[src/rtl/multicycle_main_fsm.sv]
`default_nettype none
// ============================================================================
//  Module      : multicycle_main_fsm
//  Description : Main control FSM for a multicycle RV32I datapath. Sequences
//                each instruction over several cycles, stalls on the memory
//                ready handshake, traps on unsupported opcodes and counts
//                retired instructions.
//  Revision    : 1.0 - initial release
// ============================================================================
module multicycle_main_fsm #(
    parameter logic SUPPORT_ITYPE = 1'b1,
    parameter logic SUPPORT_JAL   = 1'b1,
    parameter logic MEM_WAIT      = 1'b1,
    parameter int   CNT_W         = 16
) (
    input  logic             clk,
    input  logic             reset,
    input  logic [6:0]       Op,
    input  logic             MemReady,
    output logic             MemReq,
    output logic             AdrSrc,
    output logic             IRWrite,
    output logic             PCUpdate,
    output logic             RegWrite,
    output logic             MemWrite,
    output logic             Branch,
    output logic [1:0]       ALUSrcA,
    output logic [1:0]       ALUSrcB,
    output logic [1:0]       ResultSrc,
    output logic [1:0]       ALUOp,
    output logic [1:0]       ImmSrc,
    output logic             IllegalOp,
    output logic             InstrRetired,
    output logic [CNT_W-1:0] InstrCount
);

    localparam logic [6:0] c_OP_LOAD  = 7'b0000011;
    localparam logic [6:0] c_OP_STORE = 7'b0100011;
    localparam logic [6:0] c_OP_RTYPE = 7'b0110011;
    localparam logic [6:0] c_OP_ITYPE = 7'b0010011;
    localparam logic [6:0] c_OP_JAL   = 7'b1101111;
    localparam logic [6:0] c_OP_BEQ   = 7'b1100011;

    typedef enum logic [3:0] {
        S_FETCH    = 4'd0,
        S_DECODE   = 4'd1,
        S_MEMADR   = 4'd2,
        S_MEMREAD  = 4'd3,
        S_MEMWB    = 4'd4,
        S_MEMWRITE = 4'd5,
        S_EXECR    = 4'd6,
        S_EXECI    = 4'd7,
        S_ALUWB    = 4'd8,
        S_BEQ      = 4'd9,
        S_JAL      = 4'd10,
        S_TRAP     = 4'd11
    } state_t;

    state_t           state_q;
    state_t           state_d;
    logic [CNT_W-1:0] cnt_q;
    logic             w_ready;
    logic             w_retire;

    // Without wait support the memory is assumed to complete every access in one cycle.
    assign w_ready    = MEM_WAIT ? MemReady : 1'b1;
    assign InstrCount = cnt_q;

    // Next-state selection and retirement detection.
    always_comb begin
        state_d  = state_q;
        w_retire = 1'b0;
        case (state_q)
            S_FETCH:    if (w_ready) state_d = S_DECODE;
            S_DECODE: begin
                case (Op)
                    c_OP_LOAD, c_OP_STORE: state_d = S_MEMADR;
                    c_OP_RTYPE:            state_d = S_EXECR;
                    c_OP_ITYPE:            state_d = SUPPORT_ITYPE ? S_EXECI : S_TRAP;
                    c_OP_JAL:              state_d = SUPPORT_JAL ? S_JAL : S_TRAP;
                    c_OP_BEQ:              state_d = S_BEQ;
                    default:               state_d = S_TRAP;
                endcase
            end
            S_MEMADR:   state_d = (Op == c_OP_LOAD) ? S_MEMREAD : S_MEMWRITE;
            S_MEMREAD:  if (w_ready) state_d = S_MEMWB;
            S_MEMWB: begin
                state_d  = S_FETCH;
                w_retire = 1'b1;
            end
            S_MEMWRITE: begin
                if (w_ready) begin
                    state_d  = S_FETCH;
                    w_retire = 1'b1;
                end
            end
            S_EXECR,
            S_EXECI:    state_d = S_ALUWB;
            S_ALUWB,
            S_BEQ: begin
                state_d  = S_FETCH;
                w_retire = 1'b1;
            end
            S_JAL:      state_d = S_ALUWB;
            S_TRAP:     state_d = S_TRAP;
            default:    state_d = S_FETCH;
        endcase
    end

    // State register and retired-instruction counter; reset abandons any instruction.
    always_ff @(posedge clk) begin
        if (reset) begin
            state_q <= S_FETCH;
            cnt_q   <= '0;
        end else begin
            state_q <= state_d;
            if (w_retire) cnt_q <= cnt_q + {{(CNT_W-1){1'b0}}, 1'b1};
        end
    end

    // Immediate format select follows the opcode directly.
    always_comb begin
        case (Op)
            c_OP_STORE: ImmSrc = 2'b01;
            c_OP_BEQ:   ImmSrc = 2'b10;
            c_OP_JAL:   ImmSrc = 2'b11;
            default:    ImmSrc = 2'b00;
        endcase
    end

    // Moore decode of datapath controls; memory strobes fire only on the accepting cycle.
    always_comb begin
        MemReq       = 1'b0;
        AdrSrc       = 1'b0;
        IRWrite      = 1'b0;
        PCUpdate     = 1'b0;
        RegWrite     = 1'b0;
        MemWrite     = 1'b0;
        Branch       = 1'b0;
        ALUSrcA      = 2'b00;
        ALUSrcB      = 2'b00;
        ResultSrc    = 2'b00;
        ALUOp        = 2'b00;
        IllegalOp    = 1'b0;
        InstrRetired = 1'b0;
        if (!reset) begin
            InstrRetired = w_retire;
            case (state_q)
                S_FETCH: begin
                    MemReq    = 1'b1;
                    IRWrite   = w_ready;
                    PCUpdate  = w_ready;
                    ALUSrcB   = 2'b10;
                    ResultSrc = 2'b10;
                end
                S_DECODE: begin
                    ALUSrcA = 2'b01;
                    ALUSrcB = 2'b01;
                end
                S_MEMADR: begin
                    ALUSrcA = 2'b10;
                    ALUSrcB = 2'b01;
                end
                S_MEMREAD: begin
                    MemReq = 1'b1;
                    AdrSrc = 1'b1;
                end
                S_MEMWB: begin
                    ResultSrc = 2'b01;
                    RegWrite  = 1'b1;
                end
                S_MEMWRITE: begin
                    MemReq   = 1'b1;
                    AdrSrc   = 1'b1;
                    MemWrite = w_ready;
                end
                S_EXECR: begin
                    ALUSrcA = 2'b10;
                    ALUOp   = 2'b10;
                end
                S_EXECI: begin
                    ALUSrcA = 2'b10;
                    ALUSrcB = 2'b01;
                    ALUOp   = 2'b10;
                end
                S_ALUWB:  RegWrite = 1'b1;
                S_BEQ: begin
                    ALUSrcA = 2'b10;
                    ALUOp   = 2'b01;
                    Branch  = 1'b1;
                end
                S_JAL: begin
                    ALUSrcA  = 2'b01;
                    ALUSrcB  = 2'b10;
                    PCUpdate = 1'b1;
                end
                S_TRAP:   IllegalOp = 1'b1;
                default: ;
            endcase
        end
    end

endmodule
`default_nettype wire

[config.mk]
export PLATFORM = sky130hd
export DESIGN_NAME = multicycle_main_fsm
export DESIGN_NICKNAME = d
export VERILOG_FILES = /design/src/rtl/multicycle_main_fsm.sv
export SDC_FILE = /design/constraint.sdc
export NUM_CORES = 1
export LEC_CHECK = 0
export CAP_MARGIN = 40
export CORE_MARGIN = 3
export CORE_UTILIZATION = 55
export CTS_BUF_LIST = sky130_fd_sc_hd__clkbuf_8
export CTS_CLUSTER_SIZE = 25
export DETAILED_ROUTE_END_ITERATION = 8
export DONT_BUFFER_PORTS = 1
export PLACE_DENSITY = 0.83
export SYNTH_ARGS = -nofsm -noshare
export SYNTH_HDL_FRONTEND = slang
export SYNTH_SLANG_ARGS = --single-unit
[constraint.sdc]
create_clock -name clk -period 1.8 [get_ports clk]
set_clock_uncertainty 0.2 [all_clocks]
set_input_delay 0.36 -clock clk [delete_from_list [all_inputs] [get_ports clk]]
set_output_delay 0.36 -clock clk [all_outputs]
set_load 0.1 [all_outputs]
==> results of run 1 <==
## cell usage after synthesis, drive strengths merged (2+ instances only)
library cell,count
nor4,5
buf,6
or2,2
o31ai,10
o2111ai,2
a21oi,20
nand2,8
inv,4
o21ai,4
a211oi,2
nor3,8
dfxtp,20
nor2b,8
nand3,8
nor2,13
xnor2,2
xor2,2
or3,3
nor3b,2
mux2,3
and4,2
nand4,3
and3,3
clkbuf,9
o21a,2
nand2b,5
or4,10
## cell families after synthesis
kind of cell,Yosys count,share of synthesized area [%]
AND/OR/NAND/NOR,85,35.70
multiplexers,3,2.398
XOR/XNOR,4,2.487
buffers and inverters,19,6.483
flip-flops,20,28.42
adder cells (fa/ha/maj),1,0.8880
AO/OA/AOI/OAI,51,23.62
## metrics by stage
step | std cells | setup slack [ns] | hold WS (ns) | cell area [um^2]
after floorplan | 183 | -0.9321 | 0.2504 | 1859
after global placement | 260 | -0.0007899 | 0.2257 | 2350
==> run metrics, run 1 <==
post-synthesis cell area=0.001409 mm^2; Gate Count Post-Synth=183; Cell variety after synth=47; Synth area leaders=dfxtp_1 28%, a21oi_1 7.1%, o31ai_1 5.3%, or4_1 5.3%, nor2b_1 3.6%; Starting Density=60.77%; Synth top area share=28.42%; error message=[ERROR DPL-0038] Utilization greater than 100%, impossible to legalize; die height=56.61 um; Primary FF master, synth=dfxtp_1; Yosys warnings=0; GPL Wtd Cong=0.9235; ys async rst share=0%; status=stopped before the end; Synth Register Bits=20; Yosys top cell by area=dfxtp_1; last step reached=3_5_place_dp; chip width=56.61 um; row cnt=17; num ports=45; Port Buf Inserts=0; post-synthesis average cell area=7.699 um^2; sequential share of the synthesized area=28.42%; net count after synthesis=194; Post-synth EDFFs=0
==> run 2, diff against run 1 <==
CORE_AREA = 3 3 64 66   (was not set)
CORE_MARGIN = not set   (was 3)
CORE_UTILIZATION = not set   (was 55)
CTS_BUF_LIST = not set   (was sky130_fd_sc_hd__clkbuf_8)
CTS_CLUSTER_SIZE = not set   (was 25)
DIE_AREA = 0 0 67 69   (was not set)
PLACE_DENSITY = not set   (was 0.83)
PLACE_DENSITY_LB_ADDON = 0.15   (was not set)
clock period = 2.35 ns   (was 1.8 ns; I/O delays follow)
==> run 2 against run 1 <==
Against the previous run:
- area after synthesis unchanged
- the flow now finishes without violations
- synthesized cell count unchanged
==> run metrics, run 2 <==
status=finished, final reports clean; Nets=229; Worst Tran Pin Value=0.3408 ns; Synth Register Bits=20; net count after synthesis=194; most frequent cells in the layout=27 x buf_4, 17 x a21oi_1, 15 x buf_12; Crit Path Class=reg -> out; Clock transition at path regs=0.08 ns; Crit. End Element=primary output; die footprint=0.004623 mm^2; post-synthesis cell area=0.001409 mm^2; initial antenna violation count=0; CP max stage cell=dfxtp_2; final core occ=60.95%; Final Cell Area=0.002215 mm^2; Port Buf Inserts=0; first-pass GRT wire length=7031 um; CP peak stage delay=0.36 ns; post-synthesis average cell area=7.699 um^2; Cell variety after synth=47; Starting Density=38.77%; critical path, cell by cell=buf_6 > or2_2 > nor2_4 > and2_4; DR WL/cell=15.25 um; chip width=67 um; Hold Buf Count CTS=0; Core Area=0.003633 mm^2; Synth area leaders=dfxtp_1 28%, a21oi_1 7.1%, o31ai_1 5.3%, or4_1 5.3%, nor2b_1 3.6%; Final Power=2.148 mW; Gate Count Post-Synth=183; worst vdd ir=0.6504 mV; Yosys top cell by area=dfxtp_1; worst-path maximum fanout=16; # DRC=0; setup tns final=0 ns; Post-DP HPWL=3048 um; CTS Buf Count=3; worst reg-to-reg setup slack=0.33 ns; row cnt=22; share of cells above drive strength 1=43.32%; routed vias=1555; MaxCap Viol Count=0; placed cell area=0.002122 mm^2; final setup vio count=0; period utilisation layout=97.12%; final wirelength=4042 um; Root Buffer=clkbuf_8; Setup Buffers After CTS=0; Achievable Freq=438.1 MHz; ys async rst share=0%; clock sinks=20; All-Layer GR Usage=18.63%; max FFs per register=16; GPL Wtd Cong=0.8675; largest net degree at the start of global routing=37; Yosys warnings=0; Syn-to-layout area delta=57.19%; vias in the first global route=1479; sequential share of the synthesized area=28.42%; Synth top area share=28.42%; Leak=0.7922 nW; footprint of the multi-input gates=0.001109 mm^2; TritonCTS clock tree=done; Worst setup SP type=flip-flop; worst-case clock buffer depth=2; Critical Path RT=1.68 ns; commonest cells in the synthesized netlist=20 x a21oi_1, 20 x dfxtp_1, 13 x nor2_1; Antenna Nets Post-Route=0; Arr. time, crit path=1.61 ns; num ports=45; gr ovfl total=0; clk_lat worst skew=0.26 ns; Primary FF master, synth=dfxtp_1; DR vias/cell=5.868; n_diodes=0; Max-slew headroom=76.96%; FF/Latch Area=417.9 um^2; minimum clock period=2.282 ns; Min-Delay Path Class=in -> reg; Final Max Slew Viols=0; 1st-iter DRT viols=88; die height=69 um; fillcell total=333; router iterations before antenna repair=4; Fin. Hold Viols=0; commonest non-fill, non-tap cell in the layout=buf_4; H-tree depth=1; Post-synth EDFFs=0; Power Density=969.7 mW/mm^2
==> run 2: where the power goes <==
group,total (mW),switching [mW],internal (mW),leakage (nW)
sequential,0.423,0.0510,0.372,0.168
clock,0.346,0.119,0.227,0.0357
combinational,1.38,0.903,0.475,0.588
==> run 2: metrics by stage <==
step	hold WS (ns)	worst slack, ns	std cells
CTS	0.05459	0.01538	265
detailed placement	0.2902	0.2576	261
floorplan	0.3604	-0.4921	183
global route	0.04728	-0.0001069	265
global placement	0.2781	0.2837	261
finish	0.06596	0.06757	265
==> run 2: repair_timing <==
item                                    4_1_cts  5_1_grt
pin swaps                                     1        1
hold endpoints to repair                      0        0
gates cloned                                  0        0
resized for setup                             2        5
endpoints found under the setup margin        2        6
==> run 2: kinds of logic after synthesis <==
| family | count (synthesis) | share of synthesized area, % |
|---|---|---|
| compound gates | 51 | 23.62 |
| xor+xnor | 4 | 2.487 |
| fa+ha+maj | 1 | 0.8880 |
| buf+inv | 19 | 6.483 |
| flops | 20 | 28.42 |
| mux | 3 | 2.398 |
| simple gates | 85 | 35.70 |
==> run 2: final timing paths <==
check,startpoint,endpoint,cells after the start
worst max-delay path,state_q[3],IRWrite,4
worst min-delay path,reset,InstrCount[9],1
worst max register to register,state_q[0],InstrCount[15],5
worst min register to register,InstrCount[9],InstrCount[9],2
==> run 2: final cells by class <==
class                      count  area share (%)
clock inverter                 1           1.356
inverter                       4          0.9040
multi-input combinational    144           50.06
timing repair buffer          45           24.24
clock buffer                   3           1.864
sequential                    20           18.87
tap                           48           2.712
==> run 2: critical path: cells and delay by family, from the launching register on <==
kind          cells  cell delay [ns]
buf+inv           1             0.16
flops             1             0.36
simple gates      3             0.83
==> run 2: per-layer routing <==
layer,GRT usage (%),vias to the layer above,wire [um]
met5,0,-,0
met4,4.054,0,23
met3,3.909,2,217
met2,29.91,40,2083
met1,25.30,749,1717
li1,-,764,-
Power figures use the tool's default switching activity.
